`src/rtl/eth_pkg.sv`:
```
// Shared Ethernet framing constants: FSM state encoding, preamble/SFD bytes,
// CRC-32 parameters and header field lengths. No ports.
package eth_pkg;

  typedef enum logic [3:0] {
    IDLE     = 4'd0,
    PREAMBLE = 4'd1,
    DEST     = 4'd2,
    SRC      = 4'd3,
    TYPE     = 4'd4,
    DATA     = 4'd5,
    FCS      = 4'd6,
    DRAIN    = 4'd7
  } state_t;

  localparam logic [7:0]  PREAMBLE_BYTE = 8'h55;
  localparam logic [7:0]  SFD_BYTE      = 8'hD5;

  localparam logic [31:0] CRC_POLY = 32'hEDB88320;
  localparam logic [31:0] CRC_INIT = 32'hFFFFFFFF;

  localparam int DEST_LEN = 6;
  localparam int SRC_LEN  = 6;
  localparam int TYPE_LEN = 2;
  localparam int FCS_LEN  = 4;

endpackage

```
`src/rtl/crc32_d8.sv`:
```
// Byte-wide step of the reflected IEEE 802.3 CRC-32 (LSB of the byte first).
// Ports:
//   crc_in  - running CRC register before this byte
//   data    - byte to fold in
//   crc_out - running CRC register after this byte
module crc32_d8
  import eth_pkg::*;
(
  input  logic [31:0] crc_in,
  input  logic [7:0]  data,
  output logic [31:0] crc_out
);

  // Byte is XORed into the low end, then eight reflected shift/reduce steps.
  always_comb begin
    crc_out = crc_in ^ {24'h0, data};
    for (int i = 0; i < 8; i++)
      crc_out = crc_out[0] ? ((crc_out >> 1) ^ CRC_POLY) : (crc_out >> 1);
  end

endmodule

```
`src/rtl/frame_reception.sv`:
```
// MAC receive path: hunts preamble/SFD on a byte stream, deserialises
// dest/src/EtherType/fixed payload, checks the trailing CRC-32 FCS.
// Ports:
//   clk, rst            - clock, synchronous active-high reset
//   rx_data, rx_dv      - received byte and byte-valid/frame envelope
//   dest_addr, src_addr - addresses, first byte received is MSB
//   eth_type, data_out  - EtherType and payload, first byte received is MSB
//   rx_valid            - 1-cycle pulse, frame complete and FCS good
//   crc_err             - 1-cycle pulse, frame complete and FCS bad
//   frame_err           - 1-cycle pulse, rx_dv dropped mid-frame
//   addr_match          - dest_addr is MAC_ADDR or broadcast
//   state               - current FSM state (debug)
module frame_reception
  import eth_pkg::*;
#(
  parameter int          PAYLOAD_BYTES = 4,
  parameter logic [47:0] MAC_ADDR      = 48'h123456789ABC
) (
  input  logic                       clk,
  input  logic                       rst,
  input  logic [7:0]                 rx_data,
  input  logic                       rx_dv,
  output logic [47:0]                dest_addr,
  output logic [47:0]                src_addr,
  output logic [15:0]                eth_type,
  output logic [8*PAYLOAD_BYTES-1:0] data_out,
  output logic                       rx_valid,
  output logic                       crc_err,
  output logic                       frame_err,
  output logic                       addr_match,
  output logic [3:0]                 state
);

  localparam int DW = 8 * PAYLOAD_BYTES;

  state_t      cur, nxt;
  logic [15:0] cnt, last_cnt;
  logic [31:0] crc, crc_next, rx_fcs, fcs_next;
  logic        take, cnt_clr, crc_clr, valid_n, crcerr_n, ferr_n;

  crc32_d8 u_crc (.crc_in(crc), .data(rx_data), .crc_out(crc_next));

  // FCS arrives least-significant byte first, so bytes enter at the top.
  assign fcs_next   = {rx_data, rx_fcs[31:8]};
  assign state      = cur;
  assign addr_match = (dest_addr == MAC_ADDR) || (dest_addr == 48'hFFFF_FFFF_FFFF);

  always_comb begin
    case (cur)
      DEST:    last_cnt = 16'(DEST_LEN - 1);
      SRC:     last_cnt = 16'(SRC_LEN - 1);
      TYPE:    last_cnt = 16'(TYPE_LEN - 1);
      DATA:    last_cnt = 16'(PAYLOAD_BYTES - 1);
      FCS:     last_cnt = 16'(FCS_LEN - 1);
      default: last_cnt = 16'd0;
    endcase
  end

  always_comb begin
    nxt      = cur;
    take     = 1'b0;
    cnt_clr  = 1'b0;
    crc_clr  = 1'b0;
    valid_n  = 1'b0;
    crcerr_n = 1'b0;
    ferr_n   = 1'b0;
    case (cur)
      IDLE:
        if (rx_dv && rx_data == PREAMBLE_BYTE) nxt = PREAMBLE;
      PREAMBLE:
        if (!rx_dv) nxt = IDLE;
        else if (rx_data == SFD_BYTE) begin
          nxt     = DEST;
          cnt_clr = 1'b1;
          crc_clr = 1'b1;
        end else if (rx_data != PREAMBLE_BYTE) nxt = IDLE;
      DEST, SRC, TYPE, DATA, FCS:
        if (!rx_dv) begin
          // A gap inside the frame is an error, never a stall.
          nxt    = IDLE;
          ferr_n = 1'b1;
        end else begin
          take = 1'b1;
          if (cnt == last_cnt) begin
            cnt_clr = 1'b1;
            case (cur)
              DEST:    nxt = SRC;
              SRC:     nxt = TYPE;
              TYPE:    nxt = DATA;
              DATA:    nxt = FCS;
              default: begin
                nxt      = DRAIN;
                valid_n  = (fcs_next == ~crc);
                crcerr_n = (fcs_next != ~crc);
              end
            endcase
          end
        end
      DRAIN:
        if (!rx_dv) nxt = IDLE;
      default: nxt = IDLE;
    endcase
  end

  always_ff @(posedge clk) begin
    if (rst) begin
      cur       <= IDLE;
      cnt       <= '0;
      crc       <= CRC_INIT;
      rx_fcs    <= '0;
      dest_addr <= '0;
      src_addr  <= '0;
      eth_type  <= '0;
      data_out  <= '0;
      rx_valid  <= 1'b0;
      crc_err   <= 1'b0;
      frame_err <= 1'b0;
    end else begin
      cur       <= nxt;
      rx_valid  <= valid_n;
      crc_err   <= crcerr_n;
      frame_err <= ferr_n;

      if (cnt_clr)   cnt <= '0;
      else if (take) cnt <= cnt + 16'd1;

      // CRC covers dest through payload; the FCS bytes themselves are excluded.
      if (crc_clr)                   crc <= CRC_INIT;
      else if (take && cur != FCS)   crc <= crc_next;

      if (take) begin
        case (cur)
          DEST:    dest_addr <= 48'({dest_addr, rx_data});
          SRC:     src_addr  <= 48'({src_addr, rx_data});
          TYPE:    eth_type  <= 16'({eth_type, rx_data});
          DATA:    data_out  <= DW'({data_out, rx_data});
          FCS:     rx_fcs    <= fcs_next;
          default: ;
        endcase
      end
    end
  end

endmodule

```
`config.mk`:
```
export PLATFORM = sky130hd
export DESIGN_NAME = frame_reception
export DESIGN_NICKNAME = d
export VERILOG_FILES = /design/src/rtl/eth_pkg.sv /design/src/rtl/crc32_d8.sv /design/src/rtl/frame_reception.sv
export SDC_FILE = /design/constraint.sdc
export NUM_CORES = 1
export LEC_CHECK = 0
export CAP_MARGIN = 20
export CORE_ASPECT_RATIO = 0.5
export CORE_MARGIN = 3
export CORE_UTILIZATION = 24
export CTS_CLUSTER_DIAMETER = 30
export DETAILED_ROUTE_END_ITERATION = 6
export HOLD_SLACK_MARGIN = 0.15
export MAX_ROUTING_LAYER = met4
export PLACE_DENSITY = 0.49
export SLEW_MARGIN = 10
export SYNTH_ARGS = -nofsm -noshare
export SYNTH_HDL_FRONTEND = slang
export SYNTH_SLANG_ARGS = --single-unit
```
`constraint.sdc`:
```
create_clock -name clk -period 3.1 [get_ports clk]
set_clock_uncertainty 0.15 [all_clocks]
set_input_delay 0.93 -clock clk [delete_from_list [all_inputs] [get_ports clk]]
set_output_delay 0.93 -clock clk [all_outputs]
set_load 0.01 [all_outputs]
```
### Word-level counts from Yosys, hierarchy flattened

Index checks and enable logic that the tools add are counted.

* output and inout port bits: 152
* bits of input ports: 11
* register bits: 231

* bitwise logic cells: 13
* multiplexer cells: 27
* equal/unequal tests: 20
* $add $sub $neg: 1
* reductions and logical operators: 17

Operators by type and width (number)
* 2-to-1 mux 32 bit: 8
* NOT 13 -> 14 bit: 8
* == test 48 x 45 -> 1 bit, second input constant: 1
* == test 48 bit, second input constant: 1
* == test 32 bit: 1
* != test 32 bit: 1
* NOT 32 bit: 1
* XOR 32 x 8 -> 32 bit: 1
* 2-to-1 mux 4 bit: 7
* adder 16 x 1 -> 16 bit, second input constant: 1
* == test 16 bit: 1
* == test 4 x 3 -> 1 bit, second input constant: 4
* one-hot mux 4 bit (4 select lines): 1
* one-hot mux 3 bit (4 select lines): 1
* AND reduction 2 bit: 5
* OR reduction 2 bit: 5
* one-hot mux 3 bit (3 select lines): 1
* == test 4 x 2 -> 1 bit, second input constant: 2
* == test 8 x 7 -> 1 bit, second input constant: 1
* == test 8 bit, second input constant: 1
* 2-to-1 mux 1 bit: 8
* != test 8 x 7 -> 1 bit, second input constant: 1
* OR reduction 8 bit: 1
* OR reduction 5 bit: 1
* 11 further kinds: 15

### Longest topological paths before layout

Gate-level depths: netlist of run 1.

* depth after elaboration: 17
* mapped depth: 7

### Cells and area by module

From an unflattened synthesis of run 1, not the netlist that was laid out.

* cells, all modules: 1178
* area, all modules: 9374.0 um2

By module, submodules not included
* frame_reception: times used 1, cells each 1107, sequential area each 4444.3 um2, area an instance 8627.0 um2
* crc32_d8: times used 1, cells each 71, sequential area each 0.0 um2, area an instance 747.0 um2

### Worst setup path before layout of run 1

Ideal clock, no wire load.

* kind: input -> register
* start: input port rx_data[1]
* end: register crc[20]
* cell stages on the path: 7
* setup slack: 0.526 ns
* arrival: 2.290 ns
* buffers on the path: 3
* setup time: 0.134 ns
* data required time: 2.816 ns
* cell sequence: buf_2 and3b_1 and3_1 a21oi_1 buf_2 buf_2 o211ai_1

* cells in the longest elaborated chain, start to end: 13
* elaborated cells on any way between the ends: 18

RTL lines
* start, declared: RTL line frame_reception.sv:21 `input logic [7:0] rx_data,`
* XOR 32 x 8 -> 32 bit: RTL line crc32_d8.sv:16 `crc_out = crc_in ^ {24'h0, data};`
* 2-to-1 mux 32 bit (3 in series): RTL line crc32_d8.sv:18 `crc_out = crc_out[0] ? ((crc_out >> 1) ^ CRC_POLY) : (crc_out >> 1);`
* NOT 13 -> 14 bit (no line)
* 2-to-1 mux 32 bit: RTL line crc32_d8.sv:18
* NOT 13 -> 14 bit (no line)
* 2-to-1 mux 32 bit (2 in series): RTL line crc32_d8.sv:18
* NOT 13 -> 14 bit (no line)
* 2-to-1 mux 32 bit: RTL line crc32_d8.sv:18
* NOT 13 -> 14 bit (no line)
* 2-to-1 mux 32 bit: RTL line crc32_d8.sv:18
* end signal, assigned: RTL line frame_reception.sv:129 `else if (take && cur != FCS) crc <= crc_next;`
* end, declared: RTL line frame_reception.sv:38 `logic [31:0] crc, crc_next, rx_fcs, fcs_next;`

Several ways; a longest one is shown, not always the timed one.
A chain may end at the register's enable or synchronous reset.

### Worst setup path in the final report of run 1

* start: register dest_addr[43]
* end: output port addr_match

* cells in the longest elaborated chain, start to end: 2
* elaborated cells on any way between the ends: 3

RTL lines
* start, declared: RTL line frame_reception.sv:23 `output logic [47:0] dest_addr,`
* start signal, assigned: RTL line frame_reception.sv:133 `DEST: dest_addr <= 48'({dest_addr, rx_data});`
* == test 48 x 45 -> 1 bit / == test 48 bit (equally long branches): RTL line frame_reception.sv:46 `assign addr_match = (dest_addr == MAC_ADDR) || (dest_addr == 48'hFFFF_FFFF_FFFF);`
* logical OR 1 bit *: RTL line frame_reception.sv:46
* end, declared: RTL line frame_reception.sv:30 `output logic addr_match,`

Mark *: on every way between the ends. The rest lies on a longest branch, timed or not.

==> flow_summary.json, run 1 <==
{
  "status": "finished, final reports clean",
  "crit_path_end_kind": "output port",
  "hold_path_class": "register to register",
  "min_period_ns": 3.08,
  "via_per_inst": 4.39,
  "antenna_found_initial": 0,
  "clockRootBuffer": "clkbuf_16",
  "rsz0062_at_grt": "yes",
  "period_share": 0.993,
  "seq_area_frac_synth": 0.472,
  "fillCellCount": 3930,
  "coreArea_mm2": 0.0380,
  "power.density_mw_per_mm2": 571,
  "crit_required_ns": 2.02,
  "cp_top_family": "simple AND/OR/NAND/NOR gates",
  "slew_headroom": 0.593,
  "synth-adder-area-share": 0.00133,
  "netlist_top_cells_count": "nand2_1, dfxtp_1, a21oi_1, clkbuf_1, xor2_1",
  "synth_area_mm2": 0.00941,
  "synth_top_family_by_area": "simple AND/OR/NAND/NOR gates",
  "crit_buf_inv": 1,
  "crit_type": "register to output port",
  "finalWirelength_um": 30300,
  "placed_cells": 1851,
  "max_cap_viol_count": 0,
  "synth_cell_types": 50,
  "antennaDiodeCount": 0,
  "yosys-top-cells-area": "dfxtp_1, nand2_1, a21oi_1",
  "clk_latency_ns": 0.53,
  "drive_gt1_frac": 0.147,
  "multi_input_area_mm2": 0.00468,
  "clk_pin_slew_worst_paths_ns": 0.05,
  "detail_route.first_pass.iterations": 5,
  "cp-start-kind": "register",
  "synth_xor_area_frac": 0.131,
  "cts.sinks": 222,
  "crit_fanout": 2,
  "ys_async_sr_fraction": 0,
  "cts_buffers": 44,
  "ios": 163,
  "synth_edf_count": 0,
  "syn_nets": 1160,
  "fin_ws_ns": 0.0212,
  "setup-tns-final_ns": 0,
  "area_growth_pct": 45.3,
  "place_hpwl_um": 21600,
  "start_util": 0.247,
  "wl_per_cell_um": 15.7,
  "worst_hold_slack_ns": 0.303,
  "synth-compound-area-share": 0.132,
  "postCtsSetupBuffers": 0,
  "report.final.setup_viol": 0,
  "synth_warnings": 0,
  "die_x_um": 286,
  "arrival_ns": 2.00,
  "max_freq_ghz": 0.325,
  "grt_max_degree": 101,
  "first_iter_violations": 474,
  "synthFlopType": "dfxtp_1",
  "leakage_nw": 4.82,
  "synth_area_leader_cell": "dfxtp_1",
  "synth_top_area_share": 0.472,
  "syn_inst": 1148,
  "row_count": 50,
  "drc": 0,
  "port-buffer-count": 161,
  "synthSimpleGateAreaFrac": 0.224,
  "slowest_stage": "nor4_1",
  "seq_area_mm2": 0.00445,
  "ant_nets": 0,
  "htree_num_levels": 2,
  "muxShareOfSynthArea": 0.00239,
  "postSynthAreaPerCell_um2": 8.20,
  "dp_slack_ns": -0.0686,
  "layout.nets": 1389,
  "hold_viol": 0,
  "grt_first_pass_wirelength_um": 48300,
  "clock_tree.buffer_depth": 3,
  "gp_congestion": 0.821,
  "cts_tree": "done",
  "maxSlewViolCount": 0,
  "ir_worst_vdd_mv": 0.382,
  "worst_pin_slew_ns": 0.610,
  "max_stage_delay_ns": 0.37,
  "die_area_mm2": 0.0418,
  "grt_use_total": 0.147,
  "vias": 8474,
  "yosysMostFrequentCell": "nand2_1",
  "grt.overflow.total": 0,
  "ys_ff_latch": 222,
  "die_y_um": 146,
  "finalNonFillerCells": 1932,
  "worstPathCellList": "nor4_1, nand3_1, nor2_1, a21oi_1, nor4_2, buf_4",
  "grt_pass1_vias": 8323
}
==> cells by family after synthesis <==
group / count (synthesis)
other cells: 1
simple gates: 499
buf+inv: 80
xor+xnor: 119
flops: 222
fa+ha+maj: 1
mux: 1
compound gates: 225
==> where the power goes <==
part	total (W)	internal [W]	switching (W)	leakage (nW)
clock	0.00459	0.00305	0.00154	0.706
combinational	0.000351	0.000161	0.000190	2.33
sequential	0.00286	0.00286	0.0000000325	1.79
==> stage by stage <==
step	util	power, W	area [µm²]
after floorplan	-	0.00315	9410
after global placement	0.320	0.00327	12200
after detailed placement	0.320	0.00327	12200
after CTS	0.359	0.00790	13700
after global routing	0.360	0.00808	13700
final	0.360	0.00781	13700
==> final cells by class <==
cell class / count / share of cell area
Multi-Input combinational cell: 846 / 0.342
Timing Repair Buffer: 258 / 0.177
Clock buffer: 58 / 0.0904
Sequential cell: 222 / 0.325
Tap cell: 520 / 0.0476
Inverter: 5 / 0.00137
Clock inverter: 23 / 0.0164
==> worst min-delay path: stages (launching register included) <==
cell,delay (ns)
dfxtp_1,0.30
nand2_1,0.05
a21oi_1,0.05
==> placed cells by master (no fill, tap or decap), types with 3 or more instances in the layout <==
cell type | netlist | routed
nor3b_1 | 3 | 3
nor2_1 | 36 | 34
o21ai_0 | 7 | 7
clkinvlp_4 | 0 | 6
nor4_2 | 0 | 6
xor2_1 | 54 | 54
buf_4 | 2 | 92
xnor2_2 | 9 | 9
nand4_1 | 23 | 23
nand3_1 | 9 | 9
clkbuf_8 | 0 | 4
xnor2_1 | 49 | 49
a21oi_1 | 180 | 179
nand2_1 | 377 | 377
and3_1 | 6 | 6
inv_1 | 5 | 5
xnor2_4 | 6 | 6
clkinv_2 | 0 | 11
clkbuf_16 | 0 | 46
nor4_1 | 11 | 5
nand2b_1 | 6 | 6
o211ai_1 | 26 | 26
buf_12 | 0 | 7
nor2b_1 | 3 | 3
clkdlybuf4s50_1 | 0 | 159
nor3_1 | 9 | 8
dfxtp_1 | 222 | 220
bufinv_16 | 0 | 3
clkbuf_1 | 54 | 8
==> flip-flops by register name (all words and copies together), names as in the netlist <==
signal,cells
frame_err,1
rx_fcs,24
cnt,16
src_addr,48
rx_valid,1
data_out,32
dest_addr,48
state,3
crc_err,1
crc,32
eth_type,16
==> per-layer routing <==
| metal | track usage | part of all wire | routed length, µm |
|---|---|---|---|
| met1 | 0.179 | 0.44 | 13300 |
| met2 | 0.255 | 0.52 | 15700 |
| met5 | - | 0 | 0 |
| met4 | 0.0329 | 0.014 | 410 |
| met3 | 0.0243 | 0.031 | 929 |
==> repair_timing <==
action,in CTS,in global routing
resized for setup,10,4
hold endpoints to repair,0,0
hold buffers,0,0
setup endpoints to repair,1,1
pin swaps,2,2
==> worst paths after layout <==
kind	cells past startpoint	to	from	slack, ns
setup / recovery	6	addr_match	dest_addr[43]	0.02
hold / removal	2	eth_type[10]	eth_type[10]	0.30
setup reg to reg	6	cnt[9]	state[2]	0.50
hold reg to reg	2	eth_type[10]	eth_type[10]	0.30
No activity file was read; power rests on OpenSTA's default activity.
==> run 2: changes to the inputs <==
==> constraint.sdc (replaced) <==
create_clock -name clk -period 3.1 [get_ports clk]
set_clock_uncertainty 0.15 [all_clocks]
set_input_delay 0.93 -clock clk [delete_from_list [all_inputs] [get_ports clk]]
set_output_delay 0.93 -clock clk [all_outputs]
set_load 0.005 [all_outputs]
==> run 2 against run 1 <==
Effect of this change: the run now ends with negative setup slack left; sequential cell count stayed put; via count grew 0.46%; non-clock buffer count is 3 lower; cell area increased by 0.65%; first-iteration DRC count up 15%; cell count shrank 0.31%; power is 3.4% higher; critical path depth stayed put; critical endpoint unchanged; hold slack gained 0.00071 ns; sequential power hardly changed; utilization is 0.23 points higher; maximum frequency fell by 1.2%.
==> flow_summary.json, run 2 (synthesized netlist as in run 1, its figures left out) <==
{
  "finalNonFillerCells": 1926,
  "max_cap_viol_count": 0,
  "drive_gt1_frac": 0.149,
  "clk_pin_slew_worst_paths_ns": 0.05,
  "rsz0062_at_grt": "yes",
  "fin_ws_ns": -0.0160,
  "crit_type": "register to output port",
  "report.final.setup_viol": 1,
  "htree_num_levels": 2,
  "multi_input_area_mm2": 0.00470,
  "vias": 8513,
  "clockRootBuffer": "clkbuf_16",
  "wl_per_cell_um": 15.9,
  "max_freq_ghz": 0.321,
  "power.total_w": 0.00808,
  "clock_tree.buffer_depth": 3,
  "coreArea_mm2": 0.0380,
  "cts_buffers": 42,
  "hold_path_class": "register to register",
  "clk_latency_ns": 0.53,
  "grt_use_total": 0.147,
  "die_area_mm2": 0.0418,
  "arrival_ns": 2.04,
  "crit_required_ns": 2.02,
  "ant_nets": 0,
  "grt.overflow.total": 0,
  "leakage_nw": 4.89,
  "area_growth_pct": 46.3,
  "place_hpwl_um": 21600,
  "layout.nets": 1384,
  "min_period_ns": 3.12,
  "crit_buf_inv": 1,
  "reg_top3": "dest_addr x48, src_addr x48",
  "crit_path_end_kind": "output port",
  "status": "finished with violations",
  "cp_top_family": "simple AND/OR/NAND/NOR gates",
  "slowest_stage": "dfxtp_4",
  "die_x_um": 286,
  "cp-start-kind": "register",
  "via_per_inst": 4.42,
  "final_cell_mix": "nand2_1, dfxtp_1, a21oi_1",
  "maxSlewViolCount": 0,
  "cts_tree": "done",
  "detail_route.first_pass.iterations": 5,
  "seq_area_mm2": 0.00445,
  "finalWirelength_um": 30700,
  "grt_max_degree": 107,
  "crit_fanout": 2,
  "hold_buffers": 0,
  "period_share": 1.01,
  "fillCellCount": 3876,
  "ir_worst_vdd_mv": 0.320,
  "hold_viol": 0,
  "port-buffer-count": 161,
  "grt_pass1_vias": 8375,
  "slew_headroom": 0.588,
  "power.density_mw_per_mm2": 587,
  "placed_cells": 1845,
  "row_count": 50,
  "antenna_found_initial": 1,
  "violations": "negative setup slack",
  "mostFrequentLayoutCell": "nand2_1",
  "dp_slack_ns": -0.0849,
  "die_y_um": 146,
  "max_stage_delay_ns": 0.34,
  "first_iter_violations": 547,
  "cts.sinks": 222,
  "gp_congestion": 0.843,
  "setup-tns-final_ns": -0.0160,
  "worst_pin_slew_ns": 0.616,
  "ios": 163,
  "drc": 0,
  "start_util": 0.247,
  "worstPathCellList": "nor4_4, nand4_1, nor2_2, a21oi_2, nor4_2, buf_2",
  "grt_first_pass_wirelength_um": 48200
}
## run 2: changes by cell type in the layout (fill, tap and decap cells not counted), sizes merged
cell and change:
diode +1, clkinv -1, buf -3, bufinv +5, clkinvlp -6, inv +3, clkbuf -5
## run 2: path summary, 6_finish.rpt
check,from,endpoint,slack (ns),depth (start not counted)
worst min register to register,eth_type[14],eth_type[14],0.30,2
worst max register to register,state[2],cnt[12],0.51,5
worst min-delay path,eth_type[14],eth_type[14],0.30,2
worst max-delay path,dest_addr[40],addr_match,-0.02,6
## run 2: tightest hold or removal path: stages, from the launching register on
cell and delay (ns):
dfxtp_1 0.30, nand2_1 0.05, a21oi_1 0.05
## run 2: through the flow
step                      hold WS, ns  instance area [µm²]   util
final                           0.304                13800  0.362
after global placement          0.294                12200  0.320
after global routing            0.317                13800  0.362
after detailed placement        0.298                12200  0.320
after CTS                       0.305                13700  0.361
after floorplan                 0.298                 9410      -
## run 2: what timing repair did
item                       4_1_cts  5_1_grt
pin swaps                        5        5
setup endpoints to repair        1        1
gates resized for setup         11        8
buffers inserted                 2        1
## run 2: power by group
| group | switching (W) | internal (W) |
|---|---|---|
| logic | 0.000191 | 0.000151 |
| clock network | 0.00154 | 0.00334 |
| registers | 0.0000000197 | 0.00286 |
| total | 0.00173 | 0.00635 |
## run 2: area by class of cell
| type | instances | area share |
|---|---|---|
| antenna | 1 | 0.000182 |
| sequential | 222 | 0.323 |
| tap | 520 | 0.0473 |
| timing repair buffer | 255 | 0.176 |
| multi-input combinational | 846 | 0.342 |
| inverter | 5 | 0.00136 |
| clock inverter | 24 | 0.0252 |
| clock buffer | 53 | 0.0852 |
## run 2: layer usage
layer  global-route usage  up-vias  share of wire
met5                    -        -              0
met4               0.0449        0          0.019
met2                0.252      132           0.51
li1                     -     4268              -
met1                0.177     4068           0.44
met3               0.0264       45          0.034
